### src/rtl/ras_stack.sv
// Return address stack: circular buffer of predicted return targets with
// overwrite-on-overflow, call-return replacement and checkpoint restore.
module ras_stack #(
  parameter int RAS_DEPTH        = 8,
  parameter int LOG_RAS_DEPTH    = $clog2(RAS_DEPTH),
  parameter int RAS_TARGET_WIDTH = 12
) (
  input  logic                        CLK,
  input  logic                        RST,
  input  logic                        push_valid,
  input  logic [RAS_TARGET_WIDTH-1:0] push_target,
  input  logic                        pop_valid,
  input  logic                        restore_valid,
  input  logic [LOG_RAS_DEPTH-1:0]    restore_index,
  input  logic [LOG_RAS_DEPTH:0]      restore_count,
  output logic                        top_valid,
  output logic [RAS_TARGET_WIDTH-1:0] top_target,
  output logic [LOG_RAS_DEPTH-1:0]    ras_index,
  output logic [LOG_RAS_DEPTH:0]      ras_count
);

  localparam logic [LOG_RAS_DEPTH:0]   FULL = (LOG_RAS_DEPTH+1)'(RAS_DEPTH);
  localparam logic [LOG_RAS_DEPTH-1:0] ONE  = LOG_RAS_DEPTH'(1);

  logic [RAS_TARGET_WIDTH-1:0] entries [RAS_DEPTH];
  logic [LOG_RAS_DEPTH-1:0]    ptr, ptr_prev, ptr_next;
  logic [LOG_RAS_DEPTH:0]      count, count_next;
  logic                        wr_en;
  logic [LOG_RAS_DEPTH-1:0]    wr_idx;

  // Depth is a power of two, so pointer arithmetic wraps naturally.
  assign ptr_prev = ptr - ONE;

  // NOTE: every signal written here gets a default first so no latch is inferred.
  always_comb begin
    ptr_next   = ptr;
    count_next = count;
    wr_en      = 1'b0;
    wr_idx     = ptr;
    if (restore_valid) begin
      ptr_next   = restore_index;
      count_next = (restore_count > FULL) ? FULL : restore_count;
    end else if (push_valid && pop_valid) begin
      wr_en = 1'b1;
      if (count == '0) begin
        ptr_next   = ptr + ONE;
        count_next = (LOG_RAS_DEPTH+1)'(1);
      end else begin
        wr_idx = ptr_prev;
      end
    end else if (push_valid) begin
      wr_en      = 1'b1;
      ptr_next   = ptr + ONE;
      count_next = (count == FULL) ? FULL : count + 1'b1;
    end else if (pop_valid && count != '0) begin
      ptr_next   = ptr_prev;
      count_next = count - 1'b1;
    end
  end

  // NOTE: the target array is cleared on reset because reset must discard all
  // stack contents and leave top_target at zero.
  always_ff @(posedge CLK) begin
    if (RST) begin
      ptr   <= '0;
      count <= '0;
      for (int i = 0; i < RAS_DEPTH; i++) entries[i] <= '0;
    end else begin
      // NOTE: sequential state uses non-blocking assignment only.
      ptr   <= ptr_next;
      count <= count_next;
      if (wr_en) entries[wr_idx] <= push_target;
    end
  end

  assign top_valid  = (count != '0);
  assign top_target = entries[ptr_prev];
  assign ras_index  = ptr;
  assign ras_count  = count;

endmodule

### config.mk
export PLATFORM = sky130hd
export DESIGN_NAME = ras_stack
export DESIGN_NICKNAME = d
export VERILOG_FILES = /design/src/rtl/ras_stack.sv
export SDC_FILE = /design/constraint.sdc
export NUM_CORES = 1
export LEC_CHECK = 0
export ABC_AREA = 1
export ABC_CLOCK_PERIOD_IN_PS = 3400
export BUFFER_PORTS_ARGS = -buffer_cell sky130_fd_sc_hd__buf_4
export CAP_MARGIN = 20
export CORE_UTILIZATION = 24
export DETAILED_ROUTE_END_ITERATION = 12
export HOLD_SLACK_MARGIN = 0.03
export PLACE_DENSITY = 0.42
export SETUP_SLACK_MARGIN = 0.05
export SYNTH_ARGS = -nofsm -noshare
export SYNTH_HDL_FRONTEND = slang
export SYNTH_SLANG_ARGS = --single-unit
export TNS_END_PERCENT = 10
### constraint.sdc
create_clock -name CLK -period 3.4 [get_ports CLK]
set_input_delay 1.02 -clock CLK [delete_from_list [all_inputs] [get_ports CLK]]
set_output_delay 1.02 -clock CLK [all_outputs]
set_load 0.05 [all_outputs]
==> summary.txt <==
Run status
  • Status: completed

Detailed routing
  • Final wirelength: 14000 um
  • # DRC: 0
  • Total vias in the final route: 3819
  • DR pass1 iterations: 4
  • WL/cell: 16.6 um
  • Vias per cell: 4.52
  • Antenna viol nets, final: 0
  • First DRT Iteration DRCs: 285

Cells and area
  • NumNets Final: 599
  • N_diodes: 0
  • Area Growth Syn to Fin: 17.5%
  • Non-filler cells, final: 845
  • Share of layout cells above drive strength 1: 15.8%

Timing
  • Relative slew slack: 53.6%
  • # setup viols final: 0
  • Final period util: 93.7%
  • Final Hold Fails: 0
  • Clock Skews: 0.0101 ns
  • Final hold slack: 0.543 ns
  • Slew @ Worst Pin: 0.695 ns
  • Total Neg Setup Slack: 0 ns
  • RSZ-0062 raised after global routing: false
  • Max-slew violation count: 0
  • Minimum clock period: 3.19 ns
  • Final worst setup slack: 0.214 ns
  • Max Fclk: 0.314 GHz

CTS
  • Root Driver: clkbuf_16
  • Worst-Skew Late Latency: 0.35 ns
  • Clock sink count: 103
  • CTS clk-pin slew, worst paths: 0.07 ns
  • Maximum clock path buffer count: 2
  • CTS tree: done
  • Quantity of hold-fixing buffers added after cts: 0
  • CTS Buf Count: 9
  • CTS H-tree depth: 3

Logic synthesis
  • Synth Cell Area: 4980 sq um
  • Syn nets: 559
  • Library cells used by synthesis: 24
  • Syn_area_per_cell: 9.38 sq um
  • Ys Warns: 0
  • #FFs+latches synth: 103
  • Seq/Total Area, Yosys: 60.7%
  • Post-synthesis cell count: 531

GRT
  • Overflow after GRT: 0
  • Initial antenna violation count: 0
  • GR peak layer: met2
  • First-pass GRT wire length: 22000 um
  • All-Layer GR Usage: 13.6%
  • Vias in the first global route: 3898
  • Largest net degree at the start of global routing: 54
  • Met3 usage: 3.47%
  • Global routing usage on met2: 22.5%
  • Met1 GRT Util: 18.0%

Floorplan
  • Placeable Area: 20300 sq um
  • DIE HEIGHT: 146 um
  • Die area: 21300 sq um
  • Die width: 146 um
  • # rows: 52
  • I/O pin count: 44
  • Initial core utilization: 24.5%

Worst setup path
  • Critical path class: register to output pin
  • R2R cell count: 12
  • Master of the slowest instance on the critical path: dfxtp_1
  • R2R Path Start: ras_index[1]
  • Critical-path cell list: inv_1, ha_1, inv_1, buf_6, o21ai_0, o22ai_1, nand2_1, nand2_1, buf_4
  • Worst Path Required: 2.38 ns
  • Crit path max fanout: 17
  • Critical path endpoint category: output pin
  • Worst path arrival time: 2.17 ns
  • Critical Path Max Stage Delay: 0.39 ns
  • Startpoint types: register
  • Setup crit start: ras_index[1]

Power
  • Pwr Density: 584 nW/um^2
  • Worst vdd ir: 0.000374 V
  • Total power draw: 3.42 mW
  • Pleak: 2.44 nW

Flow run
  • Max-cap violations: 0

Place
  • Post-Place Cells: 830
  • Pre-CTS setup slack: 0.504 ns
  • DP Wirelength: 9670 um
  • Placer's final routability congestion estimate: 0.798
  • # port buffers: 43

Hold path
  • Worst Hold Path Cells: 2
  • Min-delay src: ras_index[1]
  • Min-delay worst type: register to register
[kinds of logic after synthesis]
| group | synth area share [%] |
|---|---|
| fa+ha+maj | 1.01 |
| flops | 60.7 |
| simple gates | 23.1 |
| buf+inv | 5.63 |
| xor+xnor | 0.528 |
| compound gates | 8.97 |
[layout make-up]
| cell class | count | area [sq um] |
|---|---|---|
| Timing Repair Buffer | 57 | 432 |
| Sequential cell | 103 | 3020 |
| Fill cell | 2227 | 14500 |
| Tap cell | 270 | 338 |
| Inverter | 29 | 109 |
| Clock buffer | 9 | 225 |
| Clock inverter | 6 | 43.8 |
| Multi-Input combinational cell | 371 | 1680 |
[repair_timing]
action                     4_1_cts  5_1_grt
buffers inserted                 0        0
gates resized for setup          0        1
setup endpoints to repair        0        4
[per-layer routing]
metal	wire length [um]	part of all wire [%]
met1	6520	46
met4	148	1.1
met5	0	0
met3	795	5.7
met2	6570	47
[sequential cells by signal (all words and copies together) (netlist names)]
signal / count
ras_count: 4
entries: 96
ras_index: 3
[stage by stage]
step | instance area [sq um] | util [%]
2_1_floorplan | 4980 | -
5_1_grt | 5850 | 28.8
3_5_place_dp | 5580 | 27.5
4_1_cts | 5850 | 28.8
3_3_place_gp | 5580 | 27.5
6_report | 5850 | 28.8
[worst max-delay path: cells and delay by family, from the launching register on]
family	cells	cell delay, ns
flops	1	0.39
simple gates	2	0.23
compound gates	2	0.28
fa+ha+maj	1	0.32
buf+inv	4	0.59
[where the power goes]
part / internal (mW) / total (mW) / switching (mW)
Clock: 0.497 / 0.984 / 0.487
Sequential: 1.45 / 1.48 / 0.0287
Combinational: 0.268 / 0.958 / 0.690
Total: 2.21 / 3.42 / 1.21
[cells in the mapped netlist (all sizes together)]
master | number | share of area, %
nor2 | 165 | 13
nand2 | 103 | 8.6
edfxtp | 96 | 58
o21ai | 50 | 5.0
inv | 29 | 2.2
o22ai | 24 | 3.0
clkbuf | 15 | 1.1
buf | 13 | 2.3
nand3 | 13 | 1.3
a21oi | 7 | 0.93
dfxtp | 7 | 2.8
ha | 4 | 1.0
nand4 | 2 | 0.25
xor2 | 2 | 0.35
xnor2 | 1 | 0.18
[path summary, 6_finish.rpt]
path / endpoint / slack (ns)
worst min register to register: ras_index[1] / 0.54
worst max register to register: entries[0][3] / 0.92
worst max-delay path: top_target[7] / 0.21
worst min-delay path: ras_index[1] / 0.54
[layout by cell type (no fill, tap or decap), drive strengths merged]
cell	Yosys	final
nand2	103	103
nand4	2	2
inv	29	31
o21ai	50	50
edfxtp	96	96
clkinv	0	3
buf	13	57
xnor2	1	1
o22ai	24	24
ha	4	4
dfxtp	7	7
clkbuf	15	9
clkinvlp	0	1
nand3	13	13
a21oi	7	7
nor2	165	165
xor2	2	2
Note: power is estimated with default switching activity, not from simulation.
